==> config.mk <==
export PLATFORM = sky130hd
export DESIGN_NAME = pwm_step_sequencer_flat
export DESIGN_NICKNAME = d
export VERILOG_FILES = /design/src/rtl/pwm_step_sequencer_pkg.sv /design/src/rtl/pwm_step_sequencer_if.sv /design/src/rtl/pwm_step_sequencer_pwm_core.sv /design/src/rtl/pwm_step_sequencer.sv /design/src/flat_wrapper.sv
export SDC_FILE = /design/constraint.sdc
export NUM_CORES = 1
export LEC_CHECK = 0
export BUFFER_PORTS_ARGS = -buffer_cell sky130_fd_sc_hd__buf_2
export CORE_AREA = 2 2 86 88
export CTS_BUF_LIST = sky130_fd_sc_hd__clkbuf_2 sky130_fd_sc_hd__clkbuf_4 sky130_fd_sc_hd__clkbuf_8
export CTS_CLUSTER_DIAMETER = 40
export DETAILED_ROUTE_END_ITERATION = 6
export DIE_AREA = 0 0 88 90
export HOLD_SLACK_MARGIN = 0.06
export PLACE_DENSITY = 0.81
export SLEW_MARGIN = 20
export SYNTH_ARGS = -nofsm -noshare
export SYNTH_HDL_FRONTEND = slang
export SYNTH_SLANG_ARGS = --single-unit
==> constraint.sdc <==
create_clock -name sysclk -period 2.5 [get_ports sysclk]
set_input_delay 0.125 -clock sysclk [delete_from_list [all_inputs] [get_ports sysclk]]
set_output_delay 0.125 -clock sysclk [all_outputs]
set_load 0.005 [all_outputs]
==> src/rtl/pwm_step_sequencer_pkg.sv <==
// Shared defaults and FSM state type for the PWM step sequencer.
package pwm_step_sequencer_pkg;

    localparam int unsigned CNT_W_DEF = 6;
    localparam int unsigned STEPS_DEF = 4;
    localparam int unsigned REP_W_DEF = 8;

    typedef enum logic [1:0] {
        ST_IDLE,
        ST_LOAD,
        ST_RUN,
        ST_DONE
    } state_e;

endpackage

==> src/rtl/pwm_step_sequencer_if.sv <==
// Control/status bundle between a control source and the step sequencer.
interface pwm_step_sequencer_if
    import pwm_step_sequencer_pkg::*;
#(
    parameter int unsigned CNT_W = CNT_W_DEF,
    parameter int unsigned STEPS = STEPS_DEF,
    parameter int unsigned REP_W = REP_W_DEF
);
    localparam int unsigned IDX_W = $clog2(STEPS);

    logic             cfg_we;
    logic [IDX_W-1:0] cfg_addr;
    logic [CNT_W-1:0] cfg_duty;
    logic [REP_W-1:0] cfg_periods;
    logic             start;
    logic             stop;
    logic             loop;
    logic             enable;
    logic             pulse;
    logic             busy;
    logic [IDX_W-1:0] step_idx;
    logic             done;

    modport master (
        output cfg_we, cfg_addr, cfg_duty, cfg_periods, start, stop, loop, enable,
        input  pulse, busy, step_idx, done
    );

    modport slave (
        input  cfg_we, cfg_addr, cfg_duty, cfg_periods, start, stop, loop, enable,
        output pulse, busy, step_idx, done
    );

endinterface

==> src/rtl/pwm_step_sequencer_pwm_core.sv <==
// Free-running PWM counter with synchronous clear, duty compare and period-end flag.
module pwm_core
    import pwm_step_sequencer_pkg::*;
#(
    parameter int unsigned CNT_W = CNT_W_DEF
) (
    input  logic             clk_i,
    input  logic             rst_i,
    input  logic             clr_i,
    input  logic             inc_i,
    input  logic [CNT_W-1:0] duty_i,
    output logic             below_o,
    output logic             period_end_o
);

    logic [CNT_W-1:0] count_q;
    logic [CNT_W-1:0] count_d;

    // Clear and increment are separate so the count holds at 0 through LOAD into the first RUN cycle.
    always_comb begin
        count_d = count_q;
        if (clr_i) begin
            count_d = '0;
        end else if (inc_i) begin
            count_d = count_q + CNT_W'(1);
        end
    end

    always_ff @(posedge clk_i) begin
        if (rst_i) begin
            count_q <= '0;
        end else begin
            count_q <= count_d;
        end
    end

    always_comb begin
        below_o      = (count_q < duty_i);
        period_end_o = inc_i && (count_q == '1);
    end

endmodule

==> src/rtl/pwm_step_sequencer.sv <==
// Plays a loadable table of (duty, period-count) steps on one PWM output, optionally looping.
module pwm_step_sequencer
    import pwm_step_sequencer_pkg::*;
#(
    parameter int unsigned CNT_W = CNT_W_DEF,
    parameter int unsigned STEPS = STEPS_DEF,
    parameter int unsigned REP_W = REP_W_DEF
) (
    input  logic                 sysclk,
    input  logic                 reset,
    pwm_step_sequencer_if.slave  bus
);

    localparam int unsigned IDX_W = $clog2(STEPS);
    localparam logic [IDX_W-1:0] LAST_IDX = IDX_W'(STEPS - 1);

    state_e           state_q, state_d;
    logic [IDX_W-1:0] idx_q, idx_d;
    logic [REP_W-1:0] rep_q, rep_d;
    logic [CNT_W-1:0] act_duty_q;
    logic [REP_W-1:0] act_per_q;
    logic [CNT_W-1:0] tbl_duty_q [STEPS];
    logic [REP_W-1:0] tbl_per_q  [STEPS];

    logic below;
    logic period_end;
    logic load_skip;
    logic step_last;
    logic advance;
    logic finish;

    pwm_core #(
        .CNT_W (CNT_W)
    ) u_core (
        .clk_i        (sysclk),
        .rst_i        (reset),
        .clr_i        (state_d != ST_RUN),
        .inc_i        (state_q == ST_RUN),
        .duty_i       (act_duty_q),
        .below_o      (below),
        .period_end_o (period_end)
    );

    always_ff @(posedge sysclk) begin
        if (reset) begin
            state_q    <= ST_IDLE;
            idx_q      <= '0;
            rep_q      <= '0;
            act_duty_q <= '0;
            act_per_q  <= '0;
            for (int unsigned i = 0; i < STEPS; i++) begin
                tbl_duty_q[i] <= '0;
                tbl_per_q[i]  <= '0;
            end
        end else begin
            state_q <= state_d;
            idx_q   <= idx_d;
            rep_q   <= rep_d;
            if (state_q == ST_LOAD) begin
                act_duty_q <= tbl_duty_q[idx_q];
                act_per_q  <= tbl_per_q[idx_q];
            end
            // A write landing in the same cycle as LOAD of that entry is seen at its next LOAD.
            if (bus.cfg_we) begin
                tbl_duty_q[bus.cfg_addr] <= bus.cfg_duty;
                tbl_per_q[bus.cfg_addr]  <= bus.cfg_periods;
            end
        end
    end

    always_comb begin
        load_skip = (state_q == ST_LOAD) && (tbl_per_q[idx_q] == '0);
        step_last = (state_q == ST_RUN) && period_end && (rep_q == act_per_q - REP_W'(1));
        advance   = load_skip || step_last;
        finish    = advance && (idx_q == LAST_IDX) && !bus.loop;
    end

    always_comb begin
        state_d = state_q;
        idx_d   = idx_q;
        rep_d   = rep_q;
        unique case (state_q)
            ST_IDLE: begin
                idx_d = '0;
                rep_d = '0;
                if (bus.start && !bus.stop) begin
                    state_d = ST_LOAD;
                end
            end
            ST_LOAD: begin
                rep_d = '0;
                if (!load_skip) begin
                    state_d = ST_RUN;
                end
            end
            ST_RUN: begin
                if (period_end && !step_last) begin
                    rep_d = rep_q + REP_W'(1);
                end
            end
            ST_DONE: state_d = ST_IDLE;
            default: state_d = ST_IDLE;
        endcase
        if (advance) begin
            idx_d   = idx_q + IDX_W'(1);
            state_d = finish ? ST_DONE : ST_LOAD;
        end
        if ((state_q != ST_IDLE) && bus.stop) begin
            state_d = ST_IDLE;
            idx_d   = '0;
            rep_d   = '0;
        end
    end

    always_comb begin
        bus.busy     = (state_q == ST_LOAD) || (state_q == ST_RUN);
        bus.done     = (state_q == ST_DONE);
        bus.pulse    = (state_q == ST_RUN) && below && bus.enable;
        bus.step_idx = idx_q;
    end

endmodule

==> src/flat_wrapper.sv <==
// flat-port wrapper written by rule: the top's interface ports become plain ports
module pwm_step_sequencer_flat import pwm_step_sequencer_pkg::*;
#(
    parameter int unsigned CNT_W = CNT_W_DEF,
    parameter int unsigned STEPS = STEPS_DEF,
    parameter int unsigned REP_W = REP_W_DEF
)
  (sysclk, reset, bus_cfg_we, bus_cfg_addr, bus_cfg_duty, bus_cfg_periods, bus_start, bus_stop, bus_loop, bus_enable, bus_pulse, bus_busy, bus_step_idx, bus_done);
  pwm_step_sequencer_if #(.CNT_W(CNT_W), .STEPS(STEPS), .REP_W(REP_W)) bus_i ();
  input  logic sysclk;
  input  logic reset;
  input wire logic [$bits(bus_i.cfg_we)-1:0] bus_cfg_we;
  input wire logic [$bits(bus_i.cfg_addr)-1:0] bus_cfg_addr;
  input wire logic [$bits(bus_i.cfg_duty)-1:0] bus_cfg_duty;
  input wire logic [$bits(bus_i.cfg_periods)-1:0] bus_cfg_periods;
  input wire logic [$bits(bus_i.start)-1:0] bus_start;
  input wire logic [$bits(bus_i.stop)-1:0] bus_stop;
  input wire logic [$bits(bus_i.loop)-1:0] bus_loop;
  input wire logic [$bits(bus_i.enable)-1:0] bus_enable;
  output wire logic [$bits(bus_i.pulse)-1:0] bus_pulse;
  output wire logic [$bits(bus_i.busy)-1:0] bus_busy;
  output wire logic [$bits(bus_i.step_idx)-1:0] bus_step_idx;
  output wire logic [$bits(bus_i.done)-1:0] bus_done;
  assign bus_i.cfg_we = bus_cfg_we;
  assign bus_i.cfg_addr = bus_cfg_addr;
  assign bus_i.cfg_duty = bus_cfg_duty;
  assign bus_i.cfg_periods = bus_cfg_periods;
  assign bus_i.start = bus_start;
  assign bus_i.stop = bus_stop;
  assign bus_i.loop = bus_loop;
  assign bus_i.enable = bus_enable;
  assign bus_pulse = bus_i.pulse;
  assign bus_busy = bus_i.busy;
  assign bus_step_idx = bus_i.step_idx;
  assign bus_done = bus_i.done;
  pwm_step_sequencer #(.CNT_W(CNT_W), .STEPS(STEPS), .REP_W(REP_W)) u_core (.sysclk(sysclk), .reset(reset), .bus(bus_i));
endmodule
==> results.ini <==
[place]
io_buffers = 27
dp.cells = 479
gp_congestion = 0.828
hpwl_um = 5680

[setup_path]
worstPathMaxFanout = 15
cp_slowest_stage_delay_ns = 0.51
arrival_ns = 2.64
crit_path_frequent_cell = a21oi_1
end_kind = flip-flop
crit_family = compound AO/OA/AOI/OAI gates
crit_buf_inv = 2
crit_path_top_delay_cell = or4_1
crit_chain = inv_1 -> ha_1 -> nand2_1 -> a21oi_1 -> o32a_2 -> a21oi_1 -> a21oi_2 -> buf_4 -> or4_1 -> a21oi_1
worstSetupStartpointType = flip-flop
cp.required_ns = 2.79
criticalPathCategory = flip-flop to flip-flop

[cts]
cts_num_sinks = 90
path_clk_slew_ns = 0.10
cts_made_buffers = 9
worst_skew_pair.late_latency_ns = 0.36
cts_root_buffer = clkbuf_8
cts_tree = built
htree_num_levels = 3
cts_buffer_depth = 2

[floorplanning]
dieArea_um2 = 7920
fp.dieW_um = 88
die_h_um = 90
io_pins = 28
rows = 31
coreArea_um2 = 7020
start_util = 0.615

[run_status]
status = completed

[synth]
synthTopCellsByArea = edfxtp_1 (39%), dfxtp_1 (16%), and2_1 (8.3%), mux4_2 (7.3%), mux2i_1 (4.2%)
yosys_warnings = 0
syn-cell-area_um2 = 4320
synth.distinct_cells = 48
synthCells = 356
ys_seq_elements = 90
ys_async_sr_fraction = 0
ys_seq_area_frac = 0.547
yosysTopAreaCell = edfxtp_1
syn_nets = 392
synth_area_per_cell_um2 = 12.1
synth-edff-count = 56
post-synth-top-count-cell = and2_1
synth_ff_type = edfxtp_1
synth_common_cells = and2_1 (57), edfxtp_1 (56), dfxtp_1 (34)
yosysTopAreaCellShare = 0.389

[routing]
vias_per_cell = 5.51
dr.pass1.iters = 4
drc = 0
vias = 2756
drt_iter0_drc = 73
drt_wl_total_um = 8070
wl_per_cell_um = 16.1
ant_nets = 0

[global_routing]
overflow = 0
antenna_found_initial = 0
grt_pass1_wl_um = 13400
grt_start_max_net_pins = 21
gr-usage-all-layers = 0.225
grt_pass1_vias = 2887

[sta]
fmax_mhz = 425
rsz0062_at_grt = false
tightestPinTransition_ns = 0.599
finalMaxSlewViolations = 0
finalHoldViolations = 0
skew_ns = 0.0111
slew-limit-headroom = 0.597
finalCriticalPeriod_ns = 2.35
setup_viol = 0
min_period_over_period = 0.941
setup_tns_ns = 0

[cells_and_area]
n_antenna_cell = 0
fillers = 505
nets = 432
final_cell_count_no_fill = 500
synthToLayoutAreaGrowth_pct = 12.6
multi_input_comb_area_um2 = 1840
drive_above_1_share = 0.214
ff_latch_area_um2 = 2360

[pwr]
power.leakage_nw = 1.78
ir_drop_mv = 0.476
p_per_area_nw_per_um2 = 631

[min_path]
worstHoldPathType = input pin to flip-flop

[job]
maxCapViolCount = 0

==> state kept, by name, indices dropped and copies added (netlist names), named ones only <==
register and flops:
u_core.state_q 2, u_core.act_per_q 8, u_core.rep_q 8, u_core.tbl_duty_q 24
u_core.u_core.count_q 6, u_core.act_duty_q 6, u_core.bus.step_idx 2, u_core.tbl_per_q 32
==> area by class of cell <==
| cell class | instances | share of cell area |
|---|---|---|
| flip-flops and latches | 90 | 0.486 |
| inverters | 14 | 0.0108 |
| clock buffers | 9 | 0.0255 |
| multi-input cells | 238 | 0.379 |
| repair buffers | 43 | 0.0550 |
| well taps | 99 | 0.0255 |
| clock inverters | 7 | 0.0188 |
==> worst reg2reg max path: stages (launching register included) <==
cell     delay (ns)
dfxtp_2        0.38
inv_1          0.05
ha_1           0.30
nand2_1        0.13
a21oi_1        0.05
o32a_2         0.33
a21oi_1        0.17
a21oi_2        0.04
buf_4          0.17
or4_1          0.51
a21oi_1        0.15
==> metrics by stage <==
stage                util  power (mW)  cell area, µm²  worst slack (ns)  hold slack (ns)
floorplan               -        1.95            4320             0.418            0.314
global placement    0.654        2.04            4590             0.196            0.429
detailed placement  0.654        2.05            4590             0.121            0.437
CTS                 0.692        3.09            4860            0.0780           0.0613
global route        0.693        3.19            4870            0.0208           0.0672
finish              0.693        3.07            4870             0.147           0.0633
==> kinds of logic (layout without fill, tap and decap cells) <==
group                      count (synthesis)  after routing  share of synthesized area
adders and majority gates                 13             13                     0.0376
DFF                                       90             90                      0.547
buffers and inverters                     28             73                     0.0281
xor gates and xnor gates                  14             14                     0.0284
muxes                                     32             32                      0.115
and+or+nand+nor                          141            141                      0.188
AOI/OAI and AO/OA                         38             38                     0.0562
==> report_power, final <==
part	total, mW	internal (mW)	switching [mW]
clock	1.05	0.486	0.566
combinational	0.320	0.145	0.176
sequential	1.70	1.66	0.0365
==> worst paths after layout <==
path	slack (ns)	startpoint	endpoint	depth (start not counted)
worst max-delay path	0.15	u_core.act_per_q[0]	u_core.rep_q[7]	10
worst min-delay path	0.06	bus_cfg_duty[1]	u_core.tbl_duty_q[3][1]	2
worst max register to register	0.15	u_core.act_per_q[0]	u_core.rep_q[7]	10
worst min register to register	0.51	u_core.act_duty_q[4]	u_core.act_duty_q[4]	2
==> timing repair <==
item / CTS / global route
hold buffers: 5 / 0
setup buffers: 0 / 0
endpoints found under the setup margin: 0 / 20
hold endpoints to repair: 9 / 0
gates resized for setup: 0 / 3
==> placed cells by master, fill, tap and decap left out, drive strengths merged, types with 4 or more instances in the layout <==
cell type / netlist / routed
or3: 4 / 4
edfxtp: 56 / 56
nand2b: 5 / 5
mux2i: 18 / 18
and2: 58 / 58
a21oi: 16 / 16
and3: 4 / 4
dfxtp: 34 / 34
buf: 3 / 38
xnor2: 6 / 6
mux4: 14 / 14
xor2: 8 / 8
dlygate4sd3: 0 / 5
ha: 13 / 13
nor3: 10 / 10
nand3: 7 / 7
clkbuf: 11 / 9
inv: 14 / 17
nor2: 23 / 23
nand2: 12 / 12
o21ai: 9 / 9
==> routing by layer <==
layer,GRT usage,part of all wire,vias up
met2,0.389,0.52,51
met1,0.265,0.42,1324
li1,-,-,1367
met3,0.0569,0.039,14
met4,0.0833,0.020,0
met5,0,0,-
Note: power is estimated with default switching activity, not from simulation.
